## src/rtl/hc_csr.sv

```systemverilog
// rtl/hc_csr.sv - HardCloud MMIO CSR file: register decode, control FSM and MMIO read responses
// Optional HC_CSR_READBACK_EN makes the DSM, control and buffer registers readable.
module hc_csr #(
   parameter int          NUM_BUFFERS = 2,
   parameter logic [63:0] AFU_ID_L    = 64'h0,
   parameter logic [63:0] AFU_ID_H    = 64'h0
) (
   input  logic                      clk,
   input  logic                      reset,
   input  logic                      cp2af_mmio_rd_valid,
   input  logic                      cp2af_mmio_wr_valid,
   input  logic [15:0]               cp2af_mmio_address,
   input  logic [8:0]                cp2af_mmio_tid,
   input  logic [63:0]               cp2af_mmio_data,
   output logic                      af2cp_mmio_rd_valid,
   output logic [8:0]                af2cp_mmio_tid,
   output logic [63:0]               af2cp_mmio_data,
   output logic [63:0]               hc_dsm_base,
   output logic [NUM_BUFFERS*64-1:0] hc_buffer_address,
   output logic [NUM_BUFFERS*32-1:0] hc_buffer_size,
   output logic [31:0]               hc_control,
   output logic                      hc_soft_reset,
   output logic                      hc_start,
   output logic                      hc_running
);

   localparam logic [63:0] DFH = {4'h1, 19'h0, 1'b1, 40'h0};

   typedef enum logic [1:0] {
      S_CTL_RESET = 2'd0,
      S_CTL_IDLE  = 2'd1,
      S_CTL_RUN   = 2'd2
   } ctl_state_t;

   ctl_state_t  state_q, state_d;
   logic        start_q, start_d;
   logic [63:0] dsm_q;
   logic [31:0] ctl_q;
   logic [63:0] buf_addr_q [NUM_BUFFERS];
   logic [31:0] buf_size_q [NUM_BUFFERS];
   logic        rd_valid_q;
   logic [8:0]  rd_tid_q;
   logic [63:0] rd_data_q, rd_data_d;

   // Host addresses are DWORD based; only the first 1 KiB of byte space is decoded.
   logic [17:0] byte_addr;
   logic        in_range, is_dsm, is_ctl, is_buf, size_sel;
   logic [5:0]  buf_idx;

   assign byte_addr = {cp2af_mmio_address, 2'b00};
   assign in_range  = (cp2af_mmio_address[15:8] == 8'h00);
   assign is_dsm    = in_range && (byte_addr == 18'h110);
   assign is_ctl    = in_range && (byte_addr == 18'h118);
   assign buf_idx   = 6'((byte_addr - 18'h120) >> 4);
   assign is_buf    = in_range && (byte_addr >= 18'h120) && ({1'b0, buf_idx} < 7'(NUM_BUFFERS));
   assign size_sel  = cp2af_mmio_address[1];

   always_comb begin
      state_d = state_q;
      start_d = 1'b0;
      if (cp2af_mmio_wr_valid && is_ctl) begin
         if (cp2af_mmio_data[31:0] == 32'h0) begin
            state_d = S_CTL_RESET;
         end else begin
            case (state_q)
               S_CTL_RESET: if (cp2af_mmio_data[31:0] == 32'h1) state_d = S_CTL_IDLE;
               S_CTL_IDLE:  if (cp2af_mmio_data[31:0] == 32'h3) begin
                               state_d = S_CTL_RUN;
                               start_d = 1'b1;
                            end
               S_CTL_RUN:   if (cp2af_mmio_data[31:0] == 32'h7) state_d = S_CTL_IDLE;
               default:     state_d = S_CTL_RESET;
            endcase
         end
      end
   end

   always_ff @(posedge clk) begin
      if (reset) begin
         state_q <= S_CTL_RESET;
         start_q <= 1'b0;
      end else begin
         state_q <= state_d;
         start_q <= start_d;
      end
   end

   always_ff @(posedge clk) begin
      if (reset) begin
         dsm_q <= '0;
         ctl_q <= '0;
         for (int i = 0; i < NUM_BUFFERS; i++) begin
            buf_addr_q[i] <= '0;
            buf_size_q[i] <= '0;
         end
      end else if (cp2af_mmio_wr_valid) begin
         if (is_dsm) dsm_q <= cp2af_mmio_data;
         if (is_ctl) ctl_q <= cp2af_mmio_data[31:0];
         for (int i = 0; i < NUM_BUFFERS; i++) begin
            if (is_buf && buf_idx == 6'(i)) begin
               if (size_sel) buf_size_q[i] <= cp2af_mmio_data[31:0];
               else          buf_addr_q[i] <= cp2af_mmio_data;
            end
         end
      end
   end

   // Read data comes from the current register contents, so a same-cycle write is not visible.
   always_comb begin
      rd_data_d = 64'h0;
      if (in_range) begin
         case (byte_addr)
            18'h000: rd_data_d = DFH;
            18'h008: rd_data_d = AFU_ID_L;
            18'h010: rd_data_d = AFU_ID_H;
            default: rd_data_d = 64'h0;
         endcase
      end
`ifdef HC_CSR_READBACK_EN
      if (is_dsm) rd_data_d = dsm_q;
      if (is_ctl) rd_data_d = {32'h0, ctl_q};
      for (int i = 0; i < NUM_BUFFERS; i++) begin
         if (is_buf && buf_idx == 6'(i))
            rd_data_d = size_sel ? {32'h0, buf_size_q[i]} : buf_addr_q[i];
      end
`endif
   end

   always_ff @(posedge clk) begin
      if (reset) begin
         rd_valid_q <= 1'b0;
         rd_tid_q   <= '0;
         rd_data_q  <= '0;
      end else begin
         rd_valid_q <= cp2af_mmio_rd_valid;
         if (cp2af_mmio_rd_valid) begin
            rd_tid_q  <= cp2af_mmio_tid;
            rd_data_q <= rd_data_d;
         end
      end
   end

   for (genvar g = 0; g < NUM_BUFFERS; g++) begin : g_buf
      assign hc_buffer_address[g*64 +: 64] = buf_addr_q[g];
      assign hc_buffer_size[g*32 +: 32]    = buf_size_q[g];
   end

   assign af2cp_mmio_rd_valid = rd_valid_q;
   assign af2cp_mmio_tid      = rd_tid_q;
   assign af2cp_mmio_data     = rd_data_q;
   assign hc_dsm_base         = dsm_q;
   assign hc_control          = ctl_q;
   assign hc_soft_reset       = (state_q == S_CTL_RESET);
   assign hc_running          = (state_q == S_CTL_RUN);
   assign hc_start            = start_q;

endmodule

```

## config.mk

```make
export PLATFORM = sky130hd
export DESIGN_NAME = hc_csr
export DESIGN_NICKNAME = d
export VERILOG_FILES = /design/src/rtl/hc_csr.sv
export SDC_FILE = /design/constraint.sdc
export NUM_CORES = 1
export LEC_CHECK = 0
export ABC_AREA = 1
export BUFFER_PORTS_ARGS = -buffer_cell sky130_fd_sc_hd__buf_4
export CAP_MARGIN = 40
export CELL_PAD_IN_SITES_DETAIL_PLACEMENT = 0
export CELL_PAD_IN_SITES_GLOBAL_PLACEMENT = 2
export CORE_AREA = 2 2 200 202
export CTS_BUF_LIST = sky130_fd_sc_hd__clkbuf_8 sky130_fd_sc_hd__clkbuf_16
export DETAILED_ROUTE_END_ITERATION = 6
export DIE_AREA = 0 0 202 204
export PLACE_DENSITY_LB_ADDON = 0.1
export SYNTH_ARGS = -nofsm -noshare
export SYNTH_HDL_FRONTEND = slang
export SYNTH_SLANG_ARGS = --single-unit
export TNS_END_PERCENT = 10
```

## constraint.sdc

```tcl
create_clock -name clk -period 4.25 [get_ports clk]
set_clock_uncertainty 0.05 [all_clocks]
set_input_delay 1.275 -clock clk [delete_from_list [all_inputs] [get_ports clk]]
set_output_delay 1.275 -clock clk [all_outputs]
set_load 0.03 [all_outputs]
```

# Word level (Yosys, flattened, before mapping)
# Memories as Yosys holds them, arrays and structs flattened.
# Index checks and enable logic that the tools add are counted.
# W data, S select, Z words.
[classes]
magnitude_cmp = 2
eq_ne = 11
n_reduce_logical = 16
n_mux = 32
shifts = 0
div_mod_pow = 0
n_addsub = 1
mul = 0
bitwise_logic = 6
[op_table]
columns = ["op", "count"]
rows = [
  ["$mux W64", 2],
  ["$mux W61", 2],
  ["$mux W32", 2],
  ["$eq A16 B7 Y1 const B", 2],
  ["$eq A32 B1 Y1 const B", 1],
  ["$eq A32 B2 Y1 const B", 1],
  ["$eq A32 B3 Y1 const B", 1],
  ["$logic_not A32 Y1", 1],
  ["$mux W1", 21],
  ["$ge A18 B9 Y1 const B", 1],
  ["$logic_not A18 Y1", 1],
  ["$sub A10 B9 Y10 const B", 1],
  ["$logic_not A8 Y1", 1],
  ["$mux W2", 4],
  ["$logic_and A1 B1 Y1", 7],
  ["$eq A6 B1 Y1 const B", 1],
  ["$logic_not A6 Y1", 1],
  ["$lt A6 B2 Y1 const B", 1],
  ["$ne A3 B1 Y1 const B", 2],
  ["$pmux W2 S3", 1],
  ["$or A1 B1 Y1", 4],
  ["$reduce_and A2 Y1", 2],
  ["$reduce_and A4 Y1", 1],
  ["$reduce_or A4 Y1", 1],
  ["other kinds (5)", 6],
]
[totals]
rom_bits = 0
mem_bits_rw = 192
n_memories = 2
latch_bits = 0
in_bits = 93
output_inout_bits = 365
regBits = 173
[memory_table]
columns = ["name", "depth", "width", "read_ports", "rd_ports_with_merged_regs", "wr", "line_no", "text"]
rows = [
  ["buf_addr_q", 2, 64, 2, 0, 2, "39", "logic [63:0] buf_addr_q [NUM_BUFFERS];"],
  ["buf_size_q", 2, 32, 2, 0, 2, "40", "logic [31:0] buf_size_q [NUM_BUFFERS];"],
]

# Longest topological paths before layout
[depth]
depth_word = 9
mapped_depth = 12

# Worst setup path before layout
# Ideal clock, no wire load.
[synth_timing]
path_kind = "in2reg"
start = "input cp2af_mmio_address[3]"
end = "memory buf_addr_q[1][36] (netlist: buf_addr_q[0][100]) (enable)"
stages = 8
slack_ns = 0.238
arrival_time_ns = 3.538
setup_ns = 0.424
n_path_buf = 0
required_time_ns = 3.776
path_cell_list = "inv_1 ha_1 nand2_1 a21oi_1 nand3b_2 nor3_1 nand2_1 nand2_1"
[synth_rtl]
columns = ["item", "line_no", "text"]
rows = [
  ["from (decl)", "12", "input logic [15:0] cp2af_mmio_address,"],
  ["to (decl)", "39", ""],
]

==> run summary <==
Reg clk slew, reported paths -> 0.05 ns
Critical-path cell list -> buf_4, inv_1, ha_1, nand2_1, a21oi_1, nand3b_2, nor3_1, nand2_1, o21a_4, buf_4, nor2_4
Fillers -> 3,879
Gr usage total -> 17.3%
Sequential share of the synthesized area -> 68.4%
Final period util -> 72.1%
Synth Cell Area -> 11,600 µm²
Unique masters post-synth -> 26
Top Ports -> 458
Die width -> 202 µm
Max-slew headroom -> 45.5%
FF-to-FF End -> state_q[0]
Arrival @ worst endpoint -> 3.27 ns
Most frequent cell after synthesis -> edfxtp_1
WL per Instance -> 18.8 µm
EDFF count, synth -> 192
#FFs+latches synth -> 302
Drt pass-1 iters -> 4
R2R setup slack -> 3.09 ns
Vias per cell -> 4.14
Die area -> 41,200 µm²
Synth Area in Simple Gates -> 11.4%
WHS -> 0.393 ns
Non-Filler Instances -> 1,942
XOR/XNOR Fraction of Synth Area -> 0%
Final setup violation count -> 0
Critical hold path startpoint -> hc_dsm_base[41]
Clock sinks -> 302
Worst reg2reg path depth -> 7
Largest net degree at the start of global routing -> 65
Multiplexer share of the synthesized area -> 0%
Core area -> 39,200 µm²
Min-Delay Endpoint -> hc_dsm_base[41]
Crit path max fanout -> 26
Slowest cell on the critical path -> o21a_4
Synth top area share -> 49.5%
Synth area leaders -> edfxtp_1 (50%), dfxtp_1 (19%), nor2_4 (5.9%), inv_1 (4.6%), o21ai_0 (4.5%)
Synth Instances -> 981
Most frequent cells after synthesis -> edfxtp_1 (192), inv_1 (143), dfxtp_1 (110)
RSZ-0062 raised after global routing -> false
Vias -> 8,044
Clock Root Buffer -> clkbuf_16
Setup crit end kind -> flip-flop
Bufs on Longest Clock Path -> 3
Vias in the first global route -> 7,958
DR iter-0 viols -> 378
Required time worst endpoint -> 4.46 ns
Clk Latency, worst-skew pair -> 0.51 ns
Gp weighted congestion -> 0.756
Row count -> 73
Inst Count DP -> 1,876
HP Class -> flip-flop to flip-flop
Crit-path max cell delay -> 0.68 ns
Max cap viols -> 0
TritonCTS Buffers -> 37
Share of cells above drive strength 1 -> 38.1%
Post-detail-place hpwl -> 26,100 µm
Crit Path Category -> primary input to flip-flop
Peak supply drop -> 0.000204 V
Post-DRT Antenna Nets -> 0
Avg Inst Size Synth -> 11.9 µm²
Fin nets -> 1,484
Post-cts resize count -> 0
Minimum clock period -> 3.06 ns
Layout Area Growth over Synthesis -> 39.5%
H-tree levels -> 2
Power per cell area -> 435 nW/µm²
Final max-slew violation count -> 0
Drt total wl -> 36,500 µm
Antenna violations before repair -> 1
Postcts setup bufs -> 0
Setup_tns -> 0 ns
Synth Area in Compound Gates -> 8.99%
CTS tree -> done
Hold depth -> 2
R2R Path Start -> state_q[1]
Die height -> 204 µm
Leakage -> 6.84 nW
Share of synthesized registers carrying an async set or reset -> 0%
Main combinational cell family by area after synthesis -> simple AND/OR/NAND/NOR gates
Hold-fix buffers, CTS -> 0
Final hold vios -> 0
Status -> complete, no violations
Starting Density -> 29.7%
Yosys top cell by area -> edfxtp_1
DRC -> 0
Number of I/O port buffers -> 395
Adder-Cell Fraction of Synth Area -> 0.107%
Post-synth top flop -> edfxtp_1
GRT overflow -> 0
Synthesis Warnings -> 0
Actual slew at the worst max-slew pin -> 0.818 ns
Achievable frequency -> 0.327 GHz
CP startpoint kind -> primary input
First-pass GRT wire length -> 52,700 µm
cell type report:
class | count | area, µm² | share of cell area (%)
inverter | 143 | 539 | 3.32
tap | 525 | 657 | 4.05
sequential | 302 | 7970 | 49.1
antenna | 1 | 2.50 | 0.0154
multi-input combinational | 490 | 2660 | 16.4
timing repair buffer | 416 | 3210 | 19.8
clock buffer | 40 | 967 | 5.96
clock inverter | 25 | 231 | 1.43
report_power, final:
group          total [W]  leakage (nW)  switching (W)  internal (W)
Sequential       0.00324          2.71      0.0000335       0.00321
Combinational   0.000713          3.49       0.000503      0.000210
Clock            0.00311         0.640        0.00119       0.00193
Total            0.00707          6.84        0.00172       0.00535
worst max-delay path by stage:
stage / start / endpoint / slack [ns] / depth (start not counted)
2_1_floorplan: cp2af_mmio_address[3] / buf_addr_q[0][100] / 0.24 / 8
3_3_place_gp: cp2af_mmio_address[3] / buf_addr_q[0][101] / 0.68 / 11
3_5_place_dp: cp2af_mmio_address[3] / buf_addr_q[0][36] / 0.63 / 11
4_1_cts: cp2af_mmio_address[3] / buf_addr_q[0][100] / 1.18 / 11
5_1_grt: cp2af_mmio_address[3] / buf_addr_q[0][103] / 1.07 / 11
6_report: cp2af_mmio_address[3] / buf_addr_q[0][36] / 1.19 / 11
flip-flops by register name, indices dropped and copies added, names as in the netlist, 2 cells and up:
register,flops
hc_control,32
af2cp_mmio_tid,9
buf_size_q,64
buf_addr_q,128
hc_dsm_base,64
state_q,2
kinds of logic (layout without fill, tap and decap cells):
| kind of cell | count (synthesis) | in the layout |
|---|---|---|
| and+or+nand+nor | 219 | 219 |
| adders and majority gates | 1 | 1 |
| DFF | 302 | 302 |
| other | 1 | 63 |
| buffers and inverters | 250 | 624 |
| AOI/OAI and AO/OA | 208 | 208 |
cell usage in the layout (no fill, tap or decap), types with 3 or more instances in the layout:
| master | synthesis | final |
|---|---|---|
| nor3_1 | 4 | 4 |
| clkbuf_8 | 0 | 3 |
| buf_12 | 6 | 7 |
| clkinv_2 | 0 | 5 |
| bufinv_16 | 0 | 5 |
| conb_1 | 1 | 62 |
| nor2_1 | 84 | 84 |
| nand3_1 | 6 | 5 |
| clkbuf_16 | 0 | 37 |
| o21ai_0 | 105 | 105 |
| a21oi_1 | 100 | 100 |
| inv_1 | 143 | 155 |
| dfxtp_1 | 110 | 110 |
| nand2_1 | 58 | 54 |
| buf_4 | 63 | 409 |
| edfxtp_1 | 192 | 192 |
| nor2_4 | 61 | 61 |
layer usage:
| metal | up-vias | GRT usage, % | part of all wire (%) |
|---|---|---|---|
| met1 | 3800 | 21.1 | 41 |
| li1 | 3921 | - | - |
| met5 | - | 0 | 0 |
| met3 | 39 | 6.31 | 9.0 |
| met2 | 284 | 28.7 | 48 |
| met4 | 0 | 4.83 | 1.9 |
metrics by stage:
| step | power, W | util (%) | setup WS, ns | instance area [µm²] |
|---|---|---|---|---|
| 6_report | 0.00707 | 41.4 | 1.19 | 16200 |
| 5_1_grt | 0.00734 | 41.4 | 1.07 | 16200 |
| 4_1_cts | 0.00718 | 41.4 | 1.18 | 16200 |
| 3_5_place_dp | 0.00403 | 38.4 | 0.634 | 15000 |
| 3_3_place_gp | 0.00403 | 38.4 | 0.681 | 15000 |
| 2_1_floorplan | 0.00374 | - | 0.238 | 11900 |
worst max-delay path: cells and delay by family:
family / cells / cell delay, ns
and+or+nand+nor: 5 / 0.41
adders and majority gates: 1 / 0.25
AOI/OAI and AO/OA: 2 / 0.73
buffers and inverters: 3 / 0.59
(Power assumes the default switching activity.)
